[src/rtl/tcam_pri_if.sv]
// Bus bundle for the priority TCAM: write/invalidate port, search request
// and the registered search result.
interface tcam_pri_if #(
  parameter int WIDTH = 16,
  parameter int AW    = 4
);
  logic             we;
  logic             inv;
  logic [AW-1:0]    waddr;
  logic [WIDTH-1:0] wdata;
  logic [WIDTH-1:0] wmask;
  logic             search;
  logic [WIDTH-1:0] skey;
  logic             rvalid;
  logic             found;
  logic [AW-1:0]    saddr;
  logic [WIDTH-1:0] sdata;
  logic [WIDTH-1:0] smask;
  logic [AW:0]      mcount;
  logic             multi;

  modport master (
    output we, inv, waddr, wdata, wmask, search, skey,
    input  rvalid, found, saddr, sdata, smask, mcount, multi
  );

  modport slave (
    input  we, inv, waddr, wdata, wmask, search, skey,
    output rvalid, found, saddr, sdata, smask, mcount, multi
  );
endinterface

[src/rtl/tcam_pri.sv]
// Ternary CAM with per-bit care mask and a two-stage search pipeline:
// match vector + entry snapshot, then priority encode / popcount / readout.
module tcam_pri #(
  parameter int WIDTH = 16,
  parameter int DEPTH = 16,
  parameter int AW    = $clog2(DEPTH)
) (
  input  logic       clk,
  input  logic       rstN,
  tcam_pri_if.slave  bus
);

  logic [WIDTH-1:0] r_mem   [DEPTH];
  logic [WIDTH-1:0] r_mask  [DEPTH];
  logic [DEPTH-1:0] r_valid;

  logic             r_s1_valid;
  logic [DEPTH-1:0] r_s1_match;
  logic [WIDTH-1:0] r_s1_mem  [DEPTH];
  logic [WIDTH-1:0] r_s1_mask [DEPTH];

  logic [DEPTH-1:0] w_match;
  logic             w_found;
  logic [AW-1:0]    w_saddr;
  logic [WIDTH-1:0] w_sdata;
  logic [WIDTH-1:0] w_smask;
  logic [AW:0]      w_mcount;

  logic             r_rvalid;
  logic             r_found;
  logic [AW-1:0]    r_saddr;
  logic [WIDTH-1:0] r_sdata;
  logic [WIDTH-1:0] r_smask;
  logic [AW:0]      r_mcount;
  logic             r_multi;

  // Entry storage: contents are left unreset since invalid entries never match.
  always_ff @(posedge clk) begin
    if (rstN && bus.we) begin
      r_mem[bus.waddr]  <= bus.wdata;
      r_mask[bus.waddr] <= bus.wmask;
    end
  end

  // Valid bits; a write wins over a simultaneous invalidate.
  always_ff @(posedge clk) begin
    if (!rstN) begin
      r_valid <= {DEPTH{1'b0}};
    end else if (bus.we) begin
      r_valid[bus.waddr] <= 1'b1;
    end else if (bus.inv) begin
      r_valid[bus.waddr] <= 1'b0;
    end
  end

  // Per-entry ternary compare against the pre-write table contents.
  always_comb begin
    w_match = {DEPTH{1'b0}};
    for (int i = 0; i < DEPTH; i++) begin
      w_match[i] = r_valid[i] && (((r_mem[i] ^ bus.skey) & r_mask[i]) == {WIDTH{1'b0}});
    end
  end

  // Stage 1 control: match vector and in-flight qualifier.
  always_ff @(posedge clk) begin
    if (!rstN) begin
      r_s1_valid <= 1'b0;
      r_s1_match <= {DEPTH{1'b0}};
    end else begin
      r_s1_valid <= bus.search;
      if (bus.search) begin
        r_s1_match <= w_match;
      end
    end
  end

  // Stage 1 snapshot so later writes cannot disturb an in-flight readout.
  always_ff @(posedge clk) begin
    if (rstN && bus.search) begin
      for (int i = 0; i < DEPTH; i++) begin
        r_s1_mem[i]  <= r_mem[i];
        r_s1_mask[i] <= r_mask[i];
      end
    end
  end

  // Stage 2 combinational: descending scan leaves the lowest matching index.
  always_comb begin
    w_found  = 1'b0;
    w_saddr  = {AW{1'b0}};
    w_sdata  = {WIDTH{1'b0}};
    w_smask  = {WIDTH{1'b0}};
    w_mcount = {(AW+1){1'b0}};
    for (int i = DEPTH - 1; i >= 0; i--) begin
      w_found  = r_s1_match[i] ? 1'b1         : w_found;
      w_saddr  = r_s1_match[i] ? AW'(i)       : w_saddr;
      w_sdata  = r_s1_match[i] ? r_s1_mem[i]  : w_sdata;
      w_smask  = r_s1_match[i] ? r_s1_mask[i] : w_smask;
      w_mcount = w_mcount + {{AW{1'b0}}, r_s1_match[i]};
    end
  end

  // Stage 2 result registers; results hold between rvalid pulses.
  always_ff @(posedge clk) begin
    if (!rstN) begin
      r_rvalid <= 1'b0;
      r_found  <= 1'b0;
      r_saddr  <= {AW{1'b0}};
      r_sdata  <= {WIDTH{1'b0}};
      r_smask  <= {WIDTH{1'b0}};
      r_mcount <= {(AW+1){1'b0}};
      r_multi  <= 1'b0;
    end else begin
      r_rvalid <= r_s1_valid;
      if (r_s1_valid) begin
        r_found  <= w_found;
        r_saddr  <= w_saddr;
        r_sdata  <= w_sdata;
        r_smask  <= w_smask;
        r_mcount <= w_mcount;
        r_multi  <= (w_mcount > {{AW{1'b0}}, 1'b1});
      end
    end
  end

  assign bus.rvalid = r_rvalid;
  assign bus.found  = r_found;
  assign bus.saddr  = r_saddr;
  assign bus.sdata  = r_sdata;
  assign bus.smask  = r_smask;
  assign bus.mcount = r_mcount;
  assign bus.multi  = r_multi;

endmodule

[src/flat_wrapper.sv]
// flat-port wrapper written by rule: the top's interface ports become plain ports
module tcam_pri_flat 
#(
  parameter int WIDTH = 16,
  parameter int DEPTH = 16,
  parameter int AW    = $clog2(DEPTH)
)
  (clk, rstN, bus_we, bus_inv, bus_waddr, bus_wdata, bus_wmask, bus_search, bus_skey, bus_rvalid, bus_found, bus_saddr, bus_sdata, bus_smask, bus_mcount, bus_multi);
  tcam_pri_if #(.WIDTH(WIDTH), .AW(AW)) bus_i ();
  input  logic clk;
  input  logic rstN;
  input wire logic [$bits(bus_i.we)-1:0] bus_we;
  input wire logic [$bits(bus_i.inv)-1:0] bus_inv;
  input wire logic [$bits(bus_i.waddr)-1:0] bus_waddr;
  input wire logic [$bits(bus_i.wdata)-1:0] bus_wdata;
  input wire logic [$bits(bus_i.wmask)-1:0] bus_wmask;
  input wire logic [$bits(bus_i.search)-1:0] bus_search;
  input wire logic [$bits(bus_i.skey)-1:0] bus_skey;
  output wire logic [$bits(bus_i.rvalid)-1:0] bus_rvalid;
  output wire logic [$bits(bus_i.found)-1:0] bus_found;
  output wire logic [$bits(bus_i.saddr)-1:0] bus_saddr;
  output wire logic [$bits(bus_i.sdata)-1:0] bus_sdata;
  output wire logic [$bits(bus_i.smask)-1:0] bus_smask;
  output wire logic [$bits(bus_i.mcount)-1:0] bus_mcount;
  output wire logic [$bits(bus_i.multi)-1:0] bus_multi;
  assign bus_i.we = bus_we;
  assign bus_i.inv = bus_inv;
  assign bus_i.waddr = bus_waddr;
  assign bus_i.wdata = bus_wdata;
  assign bus_i.wmask = bus_wmask;
  assign bus_i.search = bus_search;
  assign bus_i.skey = bus_skey;
  assign bus_rvalid = bus_i.rvalid;
  assign bus_found = bus_i.found;
  assign bus_saddr = bus_i.saddr;
  assign bus_sdata = bus_i.sdata;
  assign bus_smask = bus_i.smask;
  assign bus_mcount = bus_i.mcount;
  assign bus_multi = bus_i.multi;
  tcam_pri #(.WIDTH(WIDTH), .DEPTH(DEPTH), .AW(AW)) u_core (.clk(clk), .rstN(rstN), .bus(bus_i));
endmodule
[config.mk]
export PLATFORM = sky130hd
export DESIGN_NAME = tcam_pri_flat
export DESIGN_NICKNAME = d
export VERILOG_FILES = /design/src/rtl/tcam_pri_if.sv /design/src/rtl/tcam_pri.sv /design/src/flat_wrapper.sv
export SDC_FILE = /design/constraint.sdc
export NUM_CORES = 1
export LEC_CHECK = 0
export CAP_MARGIN = 15
export CORE_UTILIZATION = 30
export DETAILED_ROUTE_END_ITERATION = 16
export PLACE_DENSITY = 0.55
export SETUP_SLACK_MARGIN = 0.1
export SLEW_MARGIN = 20
export SYNTH_ARGS = -nofsm -noshare
export SYNTH_HDL_FRONTEND = slang
export SYNTH_SLANG_ARGS = --single-unit
[constraint.sdc]
create_clock -name clk -period 24.9 [get_ports clk]
set_clock_uncertainty 0.15 [all_clocks]
set_input_delay 4.98 -clock clk [delete_from_list [all_inputs] [get_ports clk]]
set_output_delay 4.98 -clock clk [all_outputs]
set_load 0.01 [all_outputs]
== Yosys cells after proc, flatten, opt, wreduce, memory -nomap -nowiden ==
Memories as Yosys holds them, arrays and structs flattened.
Index checks and enable logic that the tools add are counted.
Word-level totals
  bits in registers: 77
  latch bits: 0
  bits in writable memories: 1024
  memory bits (read-only): 0
  input port bits: 57
  output and inout port bits: 44
  logic and storage cells: 175
  memories: 4
Memories
  u_core.r_mask: words 16, width 16, read ports 16, clocked after Yosys merged registers in 0, write ports 1, RTL line tcam_pri.sv:14  | logic [WIDTH-1:0] r_mask [DEPTH];
  u_core.r_mem: words 16, width 16, read ports 16, clocked after Yosys merged registers in 0, write ports 1, RTL line tcam_pri.sv:13  | logic [WIDTH-1:0] r_mem [DEPTH];
  u_core.r_s1_mask: words 16, width 16, read ports 16, clocked after Yosys merged registers in 0, write ports 16, RTL line tcam_pri.sv:20  | logic [WIDTH-1:0] r_s1_mask [DEPTH];
  u_core.r_s1_mem: words 16, width 16, read ports 16, clocked after Yosys merged registers in 0, write ports 16, RTL line tcam_pri.sv:19  | logic [WIDTH-1:0] r_s1_mem [DEPTH];
Operators by class
  $add $sub $neg: 15
  $mul: 0
  div/mod/pow operators: 0
  magnitude comparators: 3
  equal/unequal tests: 0
  shift-type cells: 0
  muxes and demuxes: 72
  bitwise operators: 35
  reduce and logical (&&, ||, !) cells: 36
Operators with widths (number)
  $mux 16: 34
  $and 16x16->16: 17
  $logic_not 16->1: 16
  $xor 16x16->16: 16
  $add 5x1->5: 14
  $mux 4: 16
  $mux 1: 21
  $logic_and 1x1->1: 19
  $not 16->16: 1
  $or 16x16->16: 1
  $gt 5x1->1 const B: 1
  $lt 4x5->1 const B: 1
  $demux 1 s4: 1
  $ge 4x1->1 const B: 1
  $add 1x1->2: 1
  $reduce_bool 2->1: 1

== Logic depth before layout (Yosys ltp) ==
An unclocked memory read counts as a cell.
  depth after elaboration: 17
  gate-level depth with buffers: 18
  gate-level depth less buffers: 16

== Worst setup path after synthesis ==
OpenSTA, ideal clock, no wires.
  path kind: input to register
  start point: in rstN
  end point: mem u_core.r_s1_mask[0][0], enable pin
  setup time: 1.076 ns
  arrival time: 19.283 ns
  data required time: 23.674 ns
  slack: 4.391 ns
  cell stages on the path: 3
  path buffers: 2
  cell sequence: and2_1 > clkbuf_1 > clkbuf_1
RTL lines
  from (decl): RTL line flat_wrapper.sv:11  | input logic rstN;
  to (decl): RTL line tcam_pri.sv:20

==> impl_metrics.yaml <==
global_routing:
  grt_pass1_vias: 22300
  grt_usage: 0.153
  grt_antenna_before_repair: 10
  grt_max_degree: 163
  overflow: 0
  grt_pass1_wl_um: 157000
routing:
  drtPass1Iterations: 5
  avgRoutedWirePerCell_um: 25.0
  num_vias: 22300
  drc_errors: 0
  routed_wl_um: 110000
  ant_nets: 0
  drt_iter0_drc: 2278
  avgViaCountPerCell: 5.06
synth:
  syn_inst: 2397
  synth_top_area_share: 0.739
  async_flop_share: 0
  synth-seq-cells: 1101
  ys_warn_count: 0
  synth_nets: 2472
  synthFlopType: "edfxtp_1"
  synth_area_um2: 41600
  synth-edff-count: 1024
  yosysSeqAreaShare: 0.776
  yosysTopAreaCell: "edfxtp_1"
  syn_area_per_cell_um2: 17.4
  synth_commonest_cells: "edfxtp_1, xor2_1, a221oi_1"
  synth_area_leaders: "edfxtp_1, xor2_1, dfxtp_1, a221oi_1, a22o_1"
  synth_most_common_cell: "edfxtp_1"
  ys_types: 56
clock_network:
  cts_root_buf: "clkbuf_16"
  tritoncts: "yes"
  clock-sinks: 1101
  clkLatencyLatePin_ns: 0.66
  ctsHtreeMaxLevel: 3
  cts.clk_slew.worst_paths_ns: 0.06
  cts_hold_buffers: 0
  post-cts-setup-buffer-count: 0
  cts_made_buffers: 108
  ctsResizeCount: 0
  cts_buffer_depth: 3
place:
  port_buffers: 100
  pre_cts_ws_ns: 15.84
  hpwl_um: 78800
  globalplace.congestion: 0.828
  post_dp_cell_area_um2: 44700
status:
  status: "finished, final reports clean"
final_layout:
  drive_gt1_frac: 0.0979
  stdcell_area_um2: 48400
  area_delta_synth_final_pct: 16.3
  fin_nets: 2598
sta:
  finalCritPeriodShare: 0.336
  finalMaxSlewViolations: 0
  min_period_ns: 8.37
  fin_tns_setup_ns: 0
  hold_viol_final: 0
  layout_setup_ws_ns: 16.53
  max_freq_ghz: 0.119
  setup_viol: 0
  relSlewSlack: 0.266
  worstMarginPinSlew_ns: 1.10
  rsz0062_at_grt: "false"
floorplan:
  fp-row-count: 136
  die_h_um: 374
  initial_core_util: 0.303
  io_pins: 101
  die_w_um: 374
  die-area_um2: 140000
  fp.coreArea_um2: 137000
worst_setup_path:
  slowest_delay_ns: 0.83
  worstPathArrival_ns: 8.51
  path_buf_inv: 4
  critPathCaptureType: "flip-flop"
  critPathTopFamily: "buffers and inverters"
  critical_path_required_ns: 25.03
  cp_max_fo: 67
  critPathSlowestCell: "buf_4"
  crit_chain: "clkdlybuf4s50_1 > and2_4 > buf_4 > buf_4 > buf_4"
  path_common_cell: "buf_4"
  start_kind: "input pin"
  path_class: "in2reg"
run:
  drv_cap: 0
power_and_ir_drop:
  power.density_nw_per_um2: 79.1
  p_leak_nw: 15.5
  irDropWorstVdd_mv: 0.0512
worst_hold_path:
  hold_class: "reg2reg"
[state kept, by name, indices dropped and copies added (netlist names), named ones only]
signal	count
u_core.r_mask	256
u_core.r_mem	256
u_core.r_s1_mem	256
u_core.bus.rvalid	1
u_core.bus.sdata	16
u_core.r_s1_valid	1
u_core.bus.multi	1
u_core.r_s1_mask	256
u_core.bus.found	1
u_core.r_s1_match	16
u_core.bus.saddr	4
u_core.bus.smask	16
u_core.bus.mcount	5
[per-layer routing]
layer	vias to the layer above	wire, µm	track usage
met3	164	6260	0.0242
met1	11500	48700	0.212
li1	9916	-	-
met4	12	2820	0.0411
met2	691	52200	0.249
met5	-	59	0
[worst register-to-register path: stages (launching register included)]
cell and delay [ns]:
dfxtp_1 0.30, buf_4 0.46, inv_1 0.20, ha_1 0.33, inv_1 0.10, fa_1 0.45
fa_1 0.51, fa_1 0.43, fa_1 0.54, fa_1 0.47, fa_1 0.48, nor2b_1 0.11
o21ai_0 0.14, o21ai_0 0.17, and2_1 0.14
[through the flow]
stage,std cells,total power [mW],utilization,hold slack (ns)
floorplan,2397,2.18,-,0.275
global placement,4203,2.21,0.325,0.279
detailed placement,4204,2.21,0.325,0.283
CTS,4406,3.85,0.351,0.297
global route,4409,3.93,0.352,0.300
finish,4410,3.83,0.352,0.293
[logic make-up after synthesis]
| logic type | share of synthesized area |
|---|---|
| AOI/OAI and AO/OA | 0.120 |
| adders and majority gates | 0.00722 |
| and+or+nand+nor | 0.0240 |
| muxes | 0.000241 |
| buffers and inverters | 0.0182 |
| DFF | 0.776 |
| xor gates and xnor gates | 0.0543 |
[path summary, 6_finish.rpt]
path                                           start                                  to  slack, ns  cells past startpoint
hold / removal       u_core.r_mask[15][13]$_DFFE_PP_  u_core.r_s1_mask[1][125]$_DFFE_PP_       0.29                      0
hold reg to reg      u_core.r_mask[15][13]$_DFFE_PP_  u_core.r_s1_mask[1][125]$_DFFE_PP_       0.29                      0
setup reg to reg  u_core.r_s1_match[14]$_SDFFE_PN0P_   u_core.bus.mcount[4]$_SDFFE_PN0P_      19.86                     14
setup / recovery                          bus_search   u_core.r_s1_mask[1][42]$_DFFE_PP_      16.53                      5
[placed cells by master (no fill, tap or decap), types with 43 or more instances in the layout]
| cell | synthesis | final |
|---|---|---|
| clkbuf_16 | 0 | 109 |
| a22o_1 | 84 | 84 |
| nand2_1 | 61 | 61 |
| a21oi_1 | 58 | 58 |
| dfxtp_1 | 77 | 77 |
| a221oi_1 | 137 | 137 |
| o221ai_1 | 46 | 46 |
| xor2_1 | 257 | 257 |
| o21ai_0 | 96 | 96 |
| edfxtp_1 | 1024 | 1024 |
| buf_4 | 2 | 43 |
| clkdlybuf4s50_1 | 0 | 98 |
| o21a_1 | 54 | 54 |
[power by group]
| group | switching [mW] | leakage [nW] | internal (mW) |
|---|---|---|---|
| Combinational | 0.0820 | 3.71 | 0.0339 |
| Clock | 0.691 | 1.75 | 0.963 |
| Sequential | 0.0104 | 10.0 | 2.05 |
[final cells by class]
| type | instances | area (µm²) |
|---|---|---|
| fill | 12900 | 89100 |
| antenna | 1 | 2.50 |
| sequential | 1101 | 32300 |
| tap | 1794 | 2240 |
| clock inverter | 69 | 719 |
| multi-input combinational | 1131 | 8700 |
| clock buffer | 133 | 2870 |
| timing repair buffer | 148 | 1410 |
| inverter | 33 | 124 |
(Power assumes the default switching activity.)
